File: src/rtl/uart_rx_cfg.sv
// Configurable UART receiver: 5..9 data bits, optional odd/even parity, 1 or 2 stop bits,
// 3-sample majority voting per bit, and a one-entry valid/ready output buffer.
module uart_rx_cfg #(
  parameter int CLK_FREQ  = 100_000_000,
  parameter int BAUD_RATE = 115200,
  parameter int DATA_BITS = 8,
  parameter int PARITY    = 0,
  parameter int STOP_BITS = 1
) (
  input  logic                 sclk_100M,
  input  logic                 s_rst_n,
  input  logic                 rx,
  output logic [DATA_BITS-1:0] rx_data,
  output logic                 rx_valid,
  input  logic                 rx_ready,
  output logic                 rx_perr,
  output logic                 rx_ferr,
  output logic                 rx_overrun,
  output logic                 rx_busy
);

  localparam int BAUD_DIV = CLK_FREQ / BAUD_RATE;
  localparam int MID      = BAUD_DIV / 2;
  localparam int CW       = $clog2(BAUD_DIV);

  localparam logic [CW-1:0] CNT_LAST = CW'(BAUD_DIV - 1);
  localparam logic [CW-1:0] CNT_S0   = CW'(MID - 1);
  localparam logic [CW-1:0] CNT_S1   = CW'(MID);
  localparam logic [CW-1:0] CNT_DEC  = CW'(MID + 1);
  localparam logic [CW-1:0] CNT_ONE  = CW'(1);
  localparam logic [3:0]    LAST_BIT  = 4'(DATA_BITS - 1);
  localparam logic [0:0]    LAST_STOP = 1'(STOP_BITS - 1);
  localparam logic          PAR_ODD   = (PARITY == 1);

  localparam logic [2:0] ST_IDLE    = 3'd0;
  localparam logic [2:0] ST_START   = 3'd1;
  localparam logic [2:0] ST_DATA    = 3'd2;
  localparam logic [2:0] ST_PARITY  = 3'd3;
  localparam logic [2:0] ST_STOP    = 3'd4;
  localparam logic [2:0] ST_WAIT_HI = 3'd5;

  logic                 sync1_q, sync1_d;
  logic                 sync2_q, sync2_d;
  logic                 rx_d_q, rx_d_d;
  logic [2:0]           state_q, state_d;
  logic [CW-1:0]        cnt_q, cnt_d;
  logic [3:0]           bit_cnt_q, bit_cnt_d;
  logic [0:0]           stop_cnt_q, stop_cnt_d;
  logic                 s0_q, s0_d;
  logic                 s1_q, s1_d;
  logic [DATA_BITS-1:0] shift_q, shift_d;
  logic                 perr_acc_q, perr_acc_d;
  logic                 ferr_acc_q, ferr_acc_d;
  logic [DATA_BITS-1:0] data_q, data_d;
  logic                 valid_q, valid_d;
  logic                 perr_q, perr_d;
  logic                 ferr_q, ferr_d;
  logic                 overrun_q, overrun_d;

  logic rx_s;
  logic decide;
  logic bit_val;
  logic ferr_now;
  logic frame_done;
  logic accept;

  assign rx_s    = sync2_q;
  assign decide  = (cnt_q == CNT_DEC);
  // Third vote is the live synchronised sample at the decision count.
  assign bit_val = (s0_q & s1_q) | (s0_q & rx_s) | (s1_q & rx_s);

  always_comb begin
    sync1_d    = rx;
    sync2_d    = sync1_q;
    rx_d_d     = sync2_q;
    state_d    = state_q;
    cnt_d      = cnt_q;
    bit_cnt_d  = bit_cnt_q;
    stop_cnt_d = stop_cnt_q;
    s0_d       = s0_q;
    s1_d       = s1_q;
    shift_d    = shift_q;
    perr_acc_d = perr_acc_q;
    ferr_acc_d = ferr_acc_q;
    ferr_now   = ferr_acc_q;
    frame_done = 1'b0;

    if (state_q != ST_IDLE) begin
      cnt_d = (cnt_q == CNT_LAST) ? '0 : cnt_q + CNT_ONE;
      if (cnt_q == CNT_S0) s0_d = rx_s;
      if (cnt_q == CNT_S1) s1_d = rx_s;
    end

    case (state_q)
      ST_IDLE: begin
        if (rx_d_q && !rx_s) begin
          state_d = ST_START;
          cnt_d   = '0;
        end
      end
      ST_START: begin
        if (decide) begin
          state_d   = bit_val ? ST_IDLE : ST_DATA;
          bit_cnt_d = '0;
        end
      end
      ST_DATA: begin
        if (decide) begin
          shift_d   = {bit_val, shift_q[DATA_BITS-1:1]};
          bit_cnt_d = bit_cnt_q + 4'd1;
          if (bit_cnt_q == LAST_BIT) begin
            state_d    = (PARITY != 0) ? ST_PARITY : ST_STOP;
            stop_cnt_d = '0;
            perr_acc_d = 1'b0;
            ferr_acc_d = 1'b0;
          end
        end
      end
      ST_PARITY: begin
        if (decide) begin
          perr_acc_d = ((^shift_q) ^ bit_val) != PAR_ODD;
          state_d    = ST_STOP;
        end
      end
      ST_STOP: begin
        if (decide) begin
          ferr_now   = ferr_acc_q | ~bit_val;
          ferr_acc_d = ferr_now;
          if (stop_cnt_q == LAST_STOP) begin
            frame_done = 1'b1;
            state_d    = ferr_now ? ST_WAIT_HI : ST_IDLE;
          end else begin
            stop_cnt_d = stop_cnt_q + 1'b1;
          end
        end
      end
      // After a framing error, a stuck-low line must not be taken as a new start bit.
      ST_WAIT_HI: begin
        if (rx_s) state_d = ST_IDLE;
      end
      default: state_d = ST_IDLE;
    endcase
  end

  // Output handshake: a word is transferred on every cycle where rx_valid and rx_ready are
  // both high; rx_data/rx_perr/rx_ferr are stable while rx_valid is high and not accepted.
  always_comb begin
    accept    = valid_q & rx_ready;
    data_d    = data_q;
    valid_d   = valid_q;
    perr_d    = perr_q;
    ferr_d    = ferr_q;
    overrun_d = 1'b0;
    if (accept) valid_d = 1'b0;
    if (frame_done) begin
      if (!valid_q || accept) begin
        valid_d = 1'b1;
        data_d  = shift_q;
        perr_d  = perr_acc_q;
        ferr_d  = ferr_now;
      end else begin
        overrun_d = 1'b1;
      end
    end
  end

  always_ff @(posedge sclk_100M or negedge s_rst_n) begin
    if (!s_rst_n) begin
      sync1_q    <= 1'b1;
      sync2_q    <= 1'b1;
      rx_d_q     <= 1'b1;
      state_q    <= ST_IDLE;
      cnt_q      <= '0;
      bit_cnt_q  <= '0;
      stop_cnt_q <= '0;
      s0_q       <= 1'b0;
      s1_q       <= 1'b0;
      shift_q    <= '0;
      perr_acc_q <= 1'b0;
      ferr_acc_q <= 1'b0;
      data_q     <= '0;
      valid_q    <= 1'b0;
      perr_q     <= 1'b0;
      ferr_q     <= 1'b0;
      overrun_q  <= 1'b0;
    end else begin
      sync1_q    <= sync1_d;
      sync2_q    <= sync2_d;
      rx_d_q     <= rx_d_d;
      state_q    <= state_d;
      cnt_q      <= cnt_d;
      bit_cnt_q  <= bit_cnt_d;
      stop_cnt_q <= stop_cnt_d;
      s0_q       <= s0_d;
      s1_q       <= s1_d;
      shift_q    <= shift_d;
      perr_acc_q <= perr_acc_d;
      ferr_acc_q <= ferr_acc_d;
      data_q     <= data_d;
      valid_q    <= valid_d;
      perr_q     <= perr_d;
      ferr_q     <= ferr_d;
      overrun_q  <= overrun_d;
    end
  end

  assign rx_data    = data_q;
  assign rx_valid   = valid_q;
  assign rx_perr    = perr_q;
  assign rx_ferr    = ferr_q;
  assign rx_overrun = overrun_q;
  assign rx_busy    = (state_q != ST_IDLE);

endmodule
File: config.mk
export PLATFORM = sky130hd
export DESIGN_NAME = uart_rx_cfg
export DESIGN_NICKNAME = d
export VERILOG_FILES = /design/src/rtl/uart_rx_cfg.sv
export SDC_FILE = /design/constraint.sdc
export NUM_CORES = 1
export LEC_CHECK = 0
export ABC_CLOCK_PERIOD_IN_PS = 2500
export BUFFER_PORTS_ARGS = -buffer_cell sky130_fd_sc_hd__buf_4
export CORE_MARGIN = 5
export CORE_UTILIZATION = 50
export CTS_BUF_LIST = sky130_fd_sc_hd__clkbuf_8
export DETAILED_ROUTE_END_ITERATION = 12
export HOLD_SLACK_MARGIN = 0.02
export PLACE_DENSITY = 0.68
export SETUP_SLACK_MARGIN = 0.2
export SLEW_MARGIN = 20
export SYNTH_ARGS = -nofsm -noshare
export SYNTH_HDL_FRONTEND = slang
export SYNTH_SLANG_ARGS = --single-unit
File: constraint.sdc
create_clock -name sclk_100M -period 2.5 [get_ports sclk_100M]
set_clock_uncertainty 0.2 [all_clocks]
set_input_delay 0.5 -clock sclk_100M [delete_from_list [all_inputs] [get_ports sclk_100M]]
set_output_delay 0.5 -clock sclk_100M [all_outputs]
set_load 0.02 [all_outputs]
==> flow_summary.ini <==
[run_status]
run_status = complete, no violations

[place]
io_buffer_count = 16
detailedPlacementHpwl_um = 2950
dpl-instance-area_sq_um = 2380
numPlacedInstances = 258
place_ws_ns = 0.132
place.gp.congestion = 0.833

[timing]
max_clock_freq_ghz = 0.450
maxSlewHeadroom = 0.642
setup_slack_ns = 0.278
hold_viol_final = 0
tightest_slew_ns = 0.534
timing.final.max_slew_violations = 0
setup-tns-final_ns = 0
post_route_fraction_of_the_period_consumed_by_the_critical_path = 0.889
setup_viol = 0
finalWorstPathRequiredPeriod_ns = 2.22
rsz0062_at_grt = false

[job]
maxCapViolCount = 0

[finish]
layout.nets = 225
finish.cell_count_without_fillers = 270
layout_area_overhead_pct = 14.1
post_route_cells_drive_above_1_share = 0.289
most-common-layout-cells = sky130_fd_sc_hd__dfrtp_1 (41), sky130_fd_sc_hd__buf_4 (22), sky130_fd_sc_hd__o21ai_0 (17)
final_common_cell = sky130_fd_sc_hd__dfrtp_1
num-fill-cells = 364
antenna_cells_inserted = 0
postLayoutCoreUtil = 0.587
final_area_sq_um = 2540

[detailed_routing]
routed-via-count = 1598
drtAntennaViolNets = 0
drt-wirelength-per-cell_um = 15.6
drc_errors = 0
drt_iter0_markers = 113
detail_route.first_pass.iterations = 4
detail_route.vias_per_cell = 5.92
routed_wire_length_um = 4200

[logic_synthesis]
synthDominantAreaCellType = sky130_fd_sc_hd__dfrtp_1
synth_seq_cells = 44
synth_enable_flop_cells = 0
synth_cell_types = 50
synth_fp_nets = 203
yosys_warnings = 0
synth_flop_cell = sky130_fd_sc_hd__dfrtp_1
synth-seq-area-share = 0.497
syn_area_per_cell_sq_um = 11.4
async_reset_ff_frac = 1.00
yosys.area.top_type_share = 0.461
synthCells = 195
synth.top_cells.by_area = sky130_fd_sc_hd__dfrtp_1 (46%), sky130_fd_sc_hd__mux2_4 (6.7%), sky130_fd_sc_hd__mux2_2 (5.1%)
mappedNetlistArea_sq_um = 2220

[floorplanning]
fp-row-count = 24
die_width_um = 76.7
ioPinCount = 17
initial_util = 0.514
vert_die_dim_um = 76.7
fp.dieArea_sq_um = 5880
core_region_area_sq_um = 4320

[grt]
grt_pass1_wl_um = 7160
globalRoute.totalOverflow = 0
antenna_found_initial = 0
pin_count_of_the_biggest_net_entering_global_routing = 45
via_count_of_the_first_global_routing_pass = 1527
all_layer_gr_usage = 0.150

[clocking]
clockBufferDepth = 2
clock-sinks = 44
cts_inserted_buffers = 5
tritoncts = yes
worstSkewPairLatency_ns = 0.31
cts.reportedPaths.clkPinSlew_ns = 0.09
cts_root_cell = sky130_fd_sc_hd__clkbuf_8
htree_num_levels = 2

[power]
pwr_density_cell_nw_per_um2 = 787
irDropWorstVdd_mv = 0.471
cellLeakagePower_nw = 1.15

[worst_setup_path]
required_ns = 2.50
arrival_ns = 2.22
critPathKind = register to register
startpoint_type = register
critPathCaptureType = register
crit_fanout = 6

[worst_hold_path]
min_path_type = primary input to register
-- worst max-delay path, cell delays in order, from the launching register on --
cell	delay, ns
sky130_fd_sc_hd__dfrtp_1	0.44
sky130_fd_sc_hd__ha_2	0.25
sky130_fd_sc_hd__and4bb_4	0.28
sky130_fd_sc_hd__and3_4	0.21
sky130_fd_sc_hd__nand3_4	0.10
sky130_fd_sc_hd__nor2b_4	0.15
sky130_fd_sc_hd__buf_4	0.17
sky130_fd_sc_hd__mux2_4	0.31
-- repair_timing --
item,4_1_cts,5_1_grt
hold buffers,1,0
setup buffers,2,1
endpoints found under the setup margin,11,10
gates resized for setup,1,2
endpoints found under the hold margin,41,0
-- power breakdown --
group          internal, mW  switching, mW
clock network         0.301          0.259
logic                 0.212          0.317
registers             0.776          0.132
-- registers in the layout (all words and copies together) (netlist names) --
| signal | cells |
|---|---|
| s0_q | 1 |
| rx_d_d | 1 |
| cnt_q | 10 |
| sync1_q | 1 |
| shift_q | 8 |
| rx_overrun | 1 |
| ferr_acc_q | 1 |
| rx_ferr | 1 |
| rx_d_q | 1 |
| rx_perr | 1 |
| state_q | 3 |
| rx_valid | 1 |
| rx_data | 8 |
| perr_acc_q | 1 |
| s1_q | 1 |
| bit_cnt_q | 4 |
-- through the flow --
step	hold WS [ns]	power (mW)
6_report	0.104	2.00
5_1_grt	0.0843	2.11
4_1_cts	0.0932	1.99
3_5_place_dp	0.148	1.41
3_3_place_gp	0.148	1.38
2_1_floorplan	0.00441	1.27
-- path summary, 6_finish.rpt --
path / start / to / slack (ns) / cells after the start
worst max register to register: cnt_q[0]$_DFF_PN0_ / rx_data[6]$_DFFE_PN0P_ / 0.28 / 7
min in group asynchronous: s_rst_n / bit_cnt_q[3]$_DFFE_PN0P_ / 0.51 / 2
max in group asynchronous: s_rst_n / rx_d_q$_DFF_PN1_ / 1.20 / 2
worst min register to register: sync1_q$_DFF_PN1_ / rx_d_d$_DFF_PN1_ / 0.16 / 0
worst min-delay path: rx / sync1_q$_DFF_PN1_ / 0.10 / 1
worst max-delay path: cnt_q[0]$_DFF_PN0_ / rx_data[6]$_DFFE_PN0P_ / 0.28 / 7
-- cell families (layout without fill, tap and decap cells) --
family / after synthesis / count (layout) / synth area share
multiplexers: 20 / 20 / 0.118
AO/OA/AOI/OAI: 46 / 46 / 0.127
buffers and inverters: 14 / 37 / 0.0349
adder cells (fa/ha/maj): 5 / 5 / 0.0270
XOR/XNOR: 10 / 10 / 0.0394
AND/OR/NAND/NOR: 56 / 56 / 0.157
flip-flops: 44 / 44 / 0.497
-- per-layer routing --
metal	GRT usage	routed length, um	vias up
met1	0.200	1910	788
met3	0.0457	232	10
met4	0.0769	89	0
met2	0.218	1970	48
met5	0	0	-
li1	-	-	752
-- cell type report --
class	count	area, sq um	area share
Clock buffer	5	68.8	0.0271
Clock inverter	3	46.3	0.0182
Inverter	6	22.5	0.00887
Multi-Input combinational cell	137	1060	0.416
Sequential cell	44	1100	0.435
Tap cell	52	65.1	0.0256
Timing Repair Buffer	23	175	0.0690
-- cell usage after synthesis, types with 2 or more instances --
master	number
sky130_fd_sc_hd__ha_1	4
sky130_fd_sc_hd__a31oi_1	2
sky130_fd_sc_hd__nor2b_1	3
sky130_fd_sc_hd__nor3_1	3
sky130_fd_sc_hd__and3_1	2
sky130_fd_sc_hd__nand4_1	3
sky130_fd_sc_hd__mux2_2	10
sky130_fd_sc_hd__nor4b_1	3
sky130_fd_sc_hd__nand2_1	9
sky130_fd_sc_hd__nand3_1	9
sky130_fd_sc_hd__and4_1	2
sky130_fd_sc_hd__o21ai_0	17
sky130_fd_sc_hd__nand2b_1	3
sky130_fd_sc_hd__dfrtp_1	41
sky130_fd_sc_hd__a21oi_1	10
sky130_fd_sc_hd__o31ai_1	3
sky130_fd_sc_hd__clkbuf_1	2
sky130_fd_sc_hd__dfstp_2	3
sky130_fd_sc_hd__mux2_4	10
sky130_fd_sc_hd__xor2_1	3
sky130_fd_sc_hd__o2bb2ai_1	2
sky130_fd_sc_hd__o21a_1	2
sky130_fd_sc_hd__buf_2	3
sky130_fd_sc_hd__nor2_1	8
sky130_fd_sc_hd__xnor2_1	7
sky130_fd_sc_hd__inv_1	6
sky130_fd_sc_hd__a22oi_1	2
Power figures use the tool's default switching activity.
